**src/rtl/trigger_sequencer_if.sv**
```systemverilog
// Bundles the stage-array, decoder config and capture-controller signals of the trigger sequencer.
// The master side drives commands, samples and configuration; the slave side is the sequencer itself.
interface trigger_sequencer_if #(
    parameter int NUM_STAGES = 4,
    parameter int LEVEL_W    = 2,
    parameter int DELAY_W    = 16
);
    logic                          arm_i;
    logic                          smpl_valid_i;
    logic [NUM_STAGES-1:0]         stg_match_i;
    logic [NUM_STAGES-1:0]         stg_start_i;
    logic [NUM_STAGES*LEVEL_W-1:0] stg_level_i;
    logic [NUM_STAGES*DELAY_W-1:0] stg_delay_i;
    logic [NUM_STAGES-1:0]         stg_active_o;
    logic [LEVEL_W-1:0]            level_o;
    logic                          armed_o;
    logic                          run_o;
    logic                          triggered_o;

    modport master (
        output arm_i, smpl_valid_i, stg_match_i, stg_start_i, stg_level_i, stg_delay_i,
        input  stg_active_o, level_o, armed_o, run_o, triggered_o
    );

    modport slave (
        input  arm_i, smpl_valid_i, stg_match_i, stg_start_i, stg_level_i, stg_delay_i,
        output stg_active_o, level_o, armed_o, run_o, triggered_o
    );
endinterface

```
**src/rtl/trigger_sequencer.sv**
```systemverilog
// Trigger level sequencer: enables stages by level, advances the level on matches, and
// issues a one-cycle capture-start pulse after an optional per-stage delay in valid samples.
module trigger_sequencer #(
    parameter int NUM_STAGES = 4,
    parameter int LEVEL_W    = 2,
    parameter int DELAY_W    = 16
) (
    input logic              clk_i,
    input logic              rst_i,
    trigger_sequencer_if.slave bus
);
    localparam logic [1:0] ST_IDLE  = 2'd0;
    localparam logic [1:0] ST_ARMED = 2'd1;
    localparam logic [1:0] ST_DELAY = 2'd2;
    localparam logic [1:0] ST_FIRED = 2'd3;

    localparam logic [LEVEL_W-1:0] LEVEL_MAX = '1;

    logic [1:0]            r_state;
    logic [LEVEL_W-1:0]    r_level;
    logic [DELAY_W-1:0]    r_count;
    logic                  r_run;

    logic [NUM_STAGES-1:0] w_active;
    logic [NUM_STAGES-1:0] w_qual;
    logic [NUM_STAGES-1:0] w_startHit;
    logic [DELAY_W-1:0]    w_startDelay;

    always_comb begin
        w_active = '0;
        for (int i = 0; i < NUM_STAGES; i++) begin
            w_active[i] = (r_state == ST_ARMED) &&
                          (r_level >= bus.stg_level_i[i*LEVEL_W +: LEVEL_W]);
        end
    end

    assign w_qual     = w_active & bus.stg_match_i & {NUM_STAGES{bus.smpl_valid_i}};
    assign w_startHit = w_qual & bus.stg_start_i;

    // Walking from the top down lets the lowest-index start stage win.
    always_comb begin
        w_startDelay = '0;
        for (int i = NUM_STAGES - 1; i >= 0; i--) begin
            if (w_startHit[i]) begin
                w_startDelay = bus.stg_delay_i[i*DELAY_W +: DELAY_W];
            end
        end
    end

    always_ff @(posedge clk_i) begin
        if (rst_i) begin
            r_state <= ST_IDLE;
            r_level <= '0;
            r_count <= '0;
            r_run   <= 1'b0;
        end else begin
            r_run <= 1'b0;
            if (bus.arm_i) begin
                r_state <= ST_ARMED;
                r_level <= '0;
                r_count <= '0;
            end else begin
                case (r_state)
                    ST_ARMED: begin
                        if (|w_startHit) begin
                            if (w_startDelay == '0) begin
                                r_state <= ST_FIRED;
                                r_run   <= 1'b1;
                            end else begin
                                r_state <= ST_DELAY;
                                r_count <= w_startDelay;
                            end
                        end else if ((|w_qual) && (r_level != LEVEL_MAX)) begin
                            r_level <= r_level + LEVEL_W'(1);
                        end
                    end
                    ST_DELAY: begin
                        // Counter is never zero here: it is loaded only with a nonzero delay.
                        if (bus.smpl_valid_i) begin
                            if (r_count == DELAY_W'(1)) begin
                                r_state <= ST_FIRED;
                                r_run   <= 1'b1;
                                r_count <= '0;
                            end else begin
                                r_count <= r_count - DELAY_W'(1);
                            end
                        end
                    end
                    default: begin
                    end
                endcase
            end
        end
    end

    assign bus.stg_active_o = w_active;
    assign bus.level_o      = r_level;
    assign bus.armed_o      = (r_state == ST_ARMED) || (r_state == ST_DELAY);
    assign bus.triggered_o  = (r_state == ST_FIRED);
    assign bus.run_o        = r_run;
endmodule

```
**src/flat_wrapper.sv**
```systemverilog
// flat-port wrapper written by rule: the top's interface ports become plain ports
module trigger_sequencer_flat 
#(
    parameter int NUM_STAGES = 4,
    parameter int LEVEL_W    = 2,
    parameter int DELAY_W    = 16
)
  (clk_i, rst_i, bus_arm_i, bus_smpl_valid_i, bus_stg_match_i, bus_stg_start_i, bus_stg_level_i, bus_stg_delay_i, bus_stg_active_o, bus_level_o, bus_armed_o, bus_run_o, bus_triggered_o);
  trigger_sequencer_if #(.NUM_STAGES(NUM_STAGES), .LEVEL_W(LEVEL_W), .DELAY_W(DELAY_W)) bus_i ();
  input logic clk_i;
  input logic rst_i;
  input wire logic [$bits(bus_i.arm_i)-1:0] bus_arm_i;
  input wire logic [$bits(bus_i.smpl_valid_i)-1:0] bus_smpl_valid_i;
  input wire logic [$bits(bus_i.stg_match_i)-1:0] bus_stg_match_i;
  input wire logic [$bits(bus_i.stg_start_i)-1:0] bus_stg_start_i;
  input wire logic [$bits(bus_i.stg_level_i)-1:0] bus_stg_level_i;
  input wire logic [$bits(bus_i.stg_delay_i)-1:0] bus_stg_delay_i;
  output wire logic [$bits(bus_i.stg_active_o)-1:0] bus_stg_active_o;
  output wire logic [$bits(bus_i.level_o)-1:0] bus_level_o;
  output wire logic [$bits(bus_i.armed_o)-1:0] bus_armed_o;
  output wire logic [$bits(bus_i.run_o)-1:0] bus_run_o;
  output wire logic [$bits(bus_i.triggered_o)-1:0] bus_triggered_o;
  assign bus_i.arm_i = bus_arm_i;
  assign bus_i.smpl_valid_i = bus_smpl_valid_i;
  assign bus_i.stg_match_i = bus_stg_match_i;
  assign bus_i.stg_start_i = bus_stg_start_i;
  assign bus_i.stg_level_i = bus_stg_level_i;
  assign bus_i.stg_delay_i = bus_stg_delay_i;
  assign bus_stg_active_o = bus_i.stg_active_o;
  assign bus_level_o = bus_i.level_o;
  assign bus_armed_o = bus_i.armed_o;
  assign bus_run_o = bus_i.run_o;
  assign bus_triggered_o = bus_i.triggered_o;
  trigger_sequencer #(.NUM_STAGES(NUM_STAGES), .LEVEL_W(LEVEL_W), .DELAY_W(DELAY_W)) u_core (.clk_i(clk_i), .rst_i(rst_i), .bus(bus_i));
endmodule
```
**config.mk**
```make
export PLATFORM = sky130hd
export DESIGN_NAME = trigger_sequencer_flat
export DESIGN_NICKNAME = d
export VERILOG_FILES = /design/src/rtl/trigger_sequencer_if.sv /design/src/rtl/trigger_sequencer.sv /design/src/flat_wrapper.sv
export SDC_FILE = /design/constraint.sdc
export NUM_CORES = 1
export LEC_CHECK = 0
export CAP_MARGIN = 15
export CELL_PAD_IN_SITES_DETAIL_PLACEMENT = 1
export CELL_PAD_IN_SITES_GLOBAL_PLACEMENT = 2
export CORE_UTILIZATION = 23
export DETAILED_ROUTE_END_ITERATION = 10
export PLACE_DENSITY_LB_ADDON = 0.1
export SLEW_MARGIN = 20
export SYNTH_ARGS = -nofsm -noshare
export SYNTH_HDL_FRONTEND = slang
export SYNTH_SLANG_ARGS = --single-unit
export TNS_END_PERCENT = 100
```
**constraint.sdc**
```tcl
create_clock -name clk_i -period 4.7 [get_ports clk_i]
set_input_delay 0.94 -clock clk_i [delete_from_list [all_inputs] [get_ports clk_i]]
set_output_delay 0.94 -clock clk_i [all_outputs]
set_load 0.02 [all_outputs]
```
Word level (Yosys, flattened, before mapping). Cells that the tools add are included.

Output and inout bits: 9. Input bits: 84. Bits in registers: 21.

Mux-type cells: 20. Reduce and logical (&&, ||, !) cells: 16. Bitwise logic cells: 4. Order comparisons: 4. Equal/unequal tests: 12. $add $sub $neg: 2.

Operators with widths (number): 16-bit two-way mux (8); 16-bit one-hot mux with 2 select lines (1); 16-bit by 1-bit == test with 1-bit output, second input constant (1); 16-bit logical NOT (1); 16-bit by 1-bit subtractor with 16-bit output, second input constant (1); 4-bit bitwise AND (3); 4-bit AND reduction (3); 2-bit >= comparator (4); 2-bit inequality test, second input constant (4); 4-bit OR reduction (2); 1-bit two-way mux (6); 2-bit two-way mux (3); 3-bit inequality test, second input constant (2); 1-bit logical AND (5); 2-bit == test, second input constant (2); 2-bit one-hot mux with 2 select lines (1); 3-bit by 2-bit inequality test with 1-bit output, second input constant (1); 3-bit AND reduction (1); 3-bit nonzero test (1); 2-bit by 1-bit adder with 2-bit output, second input constant (1); 2-bit by 1-bit == test with 1-bit output, second input constant (1); 2-bit by 1-bit inequality test with 1-bit output, second input constant (1); 1-bit one-hot mux with 2 select lines (1); 2-bit nonzero test (1); 3 further kinds (3).

Logic depth before layout (Yosys ltp).
Depth in word-level cells: 14. Depth in mapped cells: 15. Depth with buffers taken out: 11.

Worst setup path after synthesis. OpenSTA, ideal clock, no wires.

Path type: input -> register. From: in bus_stg_level_i[2]. To: reg u_core.r_count[11]. Library setup time: 0.130 ns. Stages: 12. Arrival time: 3.398 ns. Required time: 4.570 ns. Buffers on the path: 2. Setup slack: 1.172 ns. Path through: ha_1 or3b_1 and3_1 buf_6 a311oi_1 o32ai_1 nor4b_2 nand4_2 o21ai_4 buf_6 mux2i_1 o21ai_1.

Word-level cells in the longest chain between the ends: 10. Elaborated cells between the ends (all ways): 15.

RTL lines: from (decl) (RTL line flat_wrapper.sv:16) `input wire logic [$bits(bus_i.stg_level_i)-1:0] bus_stg_level_i;`; 2-bit >= comparator * (RTL line trigger_sequencer.sv:33) `(r_level >= bus.stg_level_i[i*LEVEL_W +: LEVEL_W]);`; 1-bit logical AND * (RTL line trigger_sequencer.sv:32) `w_active[i] = (r_state == ST_ARMED) &&`; 4-bit bitwise AND * (2 in series) (RTL line trigger_sequencer.sv:37) `assign w_qual = w_active & bus.stg_match_i & {NUM_STAGES{bus.smpl_valid_i}};`; 4-bit bitwise AND * (RTL line trigger_sequencer.sv:38) `assign w_startHit = w_qual & bus.stg_start_i;`; 16-bit two-way mux (2 in series) (RTL line trigger_sequencer.sv:44) `if (w_startHit[i]) begin`; 16-bit logical NOT / 16-bit two-way mux (equally long branches) (RTL line trigger_sequencer.sv:66) `if (w_startDelay == '0) begin`; 2-bit inequality test (no source line) / 16-bit two-way mux (equally long branches); 4-bit AND reduction (no source line) / 16-bit one-hot mux with 2 select lines (equally long branches); to (signal assigned) (RTL line trigger_sequencer.sv:71) `r_count <= w_startDelay;`; to (signal assigned) (RTL line trigger_sequencer.sv:85) `r_count <= r_count - DELAY_W'(1);`; to (decl) (RTL line trigger_sequencer.sv:21) `logic [DELAY_W-1:0] r_count;`.

Every way passes the cells marked *; elsewhere a longest branch is shown, timed or not. The select of a mux whose other input is x is not followed. A chain may end at the register's enable or synchronous reset.

Final worst setup path.
From: in bus_stg_level_i[2]. To: reg u_core.r_count[4].

Same word-level chain as after synthesis.

==> impl_results.md <==
* Layout area overhead at 47.7%
* Critical-path top delay cell: or3b_1
* Post-route antenna net violation count at 0
* Unrepaired setup endpoints after global routing: no
* Yosys Warn Count at 0
* Logic pwr share at a little under half
* Ports at between 90 and 100
* WL per Instance at roughly 17 um
* Worst-path clk slew at 0.08 ns
* Drc violations at 0
* Clk Latency, worst-skew pair at between 0.2 and 0.3 ns
* Row cnt at 36
* Core Area at 0.00982 mm^2
* Largest net degree at the start of global routing at 27
* Detailed Route WL at between 9 and 10 mm
* LEAKAGE at between 1 and 1.5 nW
* Clock power share at a little over a fifth
* Post-synthesis cell type count at 58
* Actual slew at the worst max-slew pin at about 0.8 ns
* CTS tree: done
* Most frequent cells in the layout: 92 x clkdlybuf4s50_1, 31 x nor2_1, 29 x nand2_1
* Final period utilization at slightly below 90%
* Most common cell after layout, fill and taps aside: clkdlybuf4s50_1
* Number of cells produced by synthesis at 325
* Post-synth EDFFs at 0
* Share of layout cells above drive strength 1 at under 10%
* Synthesized Nets at 423
* WP data arrival at around 4.3 ns
* TritonCTS Sinks at 21
* Crit path capture type: flop
* CTS Buffer Depth at 2
* Sequential area share after synthesis at a little under a fifth
* TNS Setup at 0 ns
* Worst hold slack at approximately 0.5 ns
* Max cap viols at 0
* H-tree levels at 1
* Worst path cell trace: clkdlybuf4s50_1 -> ha_1 -> or3b_1 -> and3_1 -> a311oi_1 -> o2bb2ai_1 -> nor4_1 -> nand4_2 -> o21ai_4 -> buf_12 -> mux2i_1 -> o21ai_0
* Die W at roughly 100 um
* Kind of critical path: in2reg
* Switching share of power at about a third
* Worst slew margin at 46.3%
* VDD IR max at ~0.079 mV
* Vias at 2813
* Crit path launch type: input port
* Antenna violations before repair at 0
* Die ar. at approximately 0.011 mm^2
* P per Cell Area at about 170 mW/mm^2
* Total CTS buffers at 3
* Fin crit period at 4.11 ns
* Hold crit path type: reg2reg
* Number of global-route vias before repair at roughly 2800
* Tot GR Track Use at between 10% and 20%
* CTS Hold Buffers Added at 0
* GP Congestion at slightly above 0.8
* #FFs+latches synth at 21
* GRT overflow at 0
* Final Hold Viols at 0
* Sequential power share at 32.6%
* Die height at approximately 100 um
* CTS root buf: clkbuf_8
* Worst path max stage delay at between 0.4 and 0.5 ns
* Antenna diodes at 0
* Leading register cell type out of synthesis: dfxtp_1
* Initial Utilization at a little under a quarter
* Final nets at between 500 and 600
* Final Max Tran Viols at 0
* NetSw at slightly above 0.2 mW
* Drt pass-1 iters at 4
* Worst Skew at about 0.0038 ns
* Number of port buffers at 92
* CP Data Required Time at slightly below 5 ns
* Setup bufs post-CTS at 0
* Final setup viols at 0
* Post-Syn Area per Cell at about 7.2 um^2
* First-pass GRT wire length at 14.6 mm
* CP max FO at 26
* Vias/cell at about 5.2
* Detailed placer's ending HPWL at between 7 and 8 mm
* Int Pwr at 0.379 mW
* FMAX at approximately 240 MHz
* Synth async-reset ratio at 0%
* Post-Syn Area at ~0.0023 mm^2
* Cts repair resizes at 0
* DRT iter0 DRCs at 67
* Status: finished clean
==> registers in the layout, summed over array words and instances (netlist names) <==
name                count
u_core.r_state          2
u_core.bus.level_o      2
u_core.r_count         16
u_core.bus.run_o        1
==> cell families after synthesis <==
group           count (synthesis)  synth area share, %
flops                          21                 18.0
compound gates                 99                 30.2
xor+xnor                        5                 1.88
simple gates                  145                 32.4
mux                             8                 3.43
fa+ha+maj                      14                 7.51
buf+inv                        33                 6.54
==> worst paths after layout <==
| path | start | endpoint | cells past startpoint | slack, ns |
|---|---|---|---|---|
| setup / recovery | bus_stg_level_i[2] | u_core.r_count[4] | 12 | 0.59 |
| hold / removal | u_core.r_count[7] | u_core.r_count[7] | 2 | 0.49 |
| setup reg to reg | u_core.bus.level_o[0] | u_core.r_count[4] | 12 | 1.11 |
| hold reg to reg | u_core.r_count[7] | u_core.r_count[7] | 2 | 0.49 |
==> critical path, delay by kind of cell <==
| family | cells | cell delay, ns |
|---|---|---|
| adder cells (fa/ha/maj) | 1 | 0.29 |
| buffers and inverters | 2 | 0.60 |
| AO/OA/AOI/OAI | 4 | 0.80 |
| multiplexers | 1 | 0.19 |
| AND/OR/NAND/NOR | 4 | 1.42 |
==> synthesized netlist by cell type, types with 7 or more instances <==
cell type	count	area (um^2)
dfxtp_1	21	420
a311oi_1	7	61.3
nor3_1	15	75.1
mux2i_1	8	80.1
nor2_1	31	116
nand2_1	29	109
inv_1	16	60.1
o21ai_0	11	55.1
a211oi_1	7	52.6
nand3_1	23	115
nor4_1	8	50.1
ha_1	14	175
a21oi_1	22	110
==> metrics by stage <==
step,util [%],total power [mW],cell area (um^2),instances,setup WS [ns]
CTS,35.1,0.583,3440,545,0.549
global placement,34.6,0.460,3400,541,0.297
floorplan,-,0.332,2330,325,1.17
finish,35.1,0.580,3440,545,0.590
global route,35.1,0.617,3440,545,0.208
detailed placement,34.6,0.461,3400,541,0.270
==> power groups by stage <==
stage / Sequential (mW) / Combinational (mW) / Clock, mW
2_1_floorplan: 0.192 / 0.140 / 0
5_1_grt: 0.190 / 0.292 / 0.135
3_5_place_dp: 0.193 / 0.268 / 0
3_3_place_gp: 0.193 / 0.267 / 0
4_1_cts: 0.189 / 0.270 / 0.125
6_report: 0.189 / 0.267 / 0.124
==> cell type report <==
cell class,count,area [um^2]
tap,133,166
sequential,21,420
timing repair buffer,100,993
multi-input combinational,271,1760
clock buffer,4,45.0
inverter,16,60.1
fill,1254,6370
==> per-layer routing <==
layer  share of wire, %  vias up  GRT usage (%)
li1                   -     1412              -
met3                4.6        5           1.63
met1                 48     1326           25.2
met5                  0        -              0
met4               0.63        0           2.64
met2                 47       70           30.0
No activity file was read; power rests on OpenSTA's default activity.
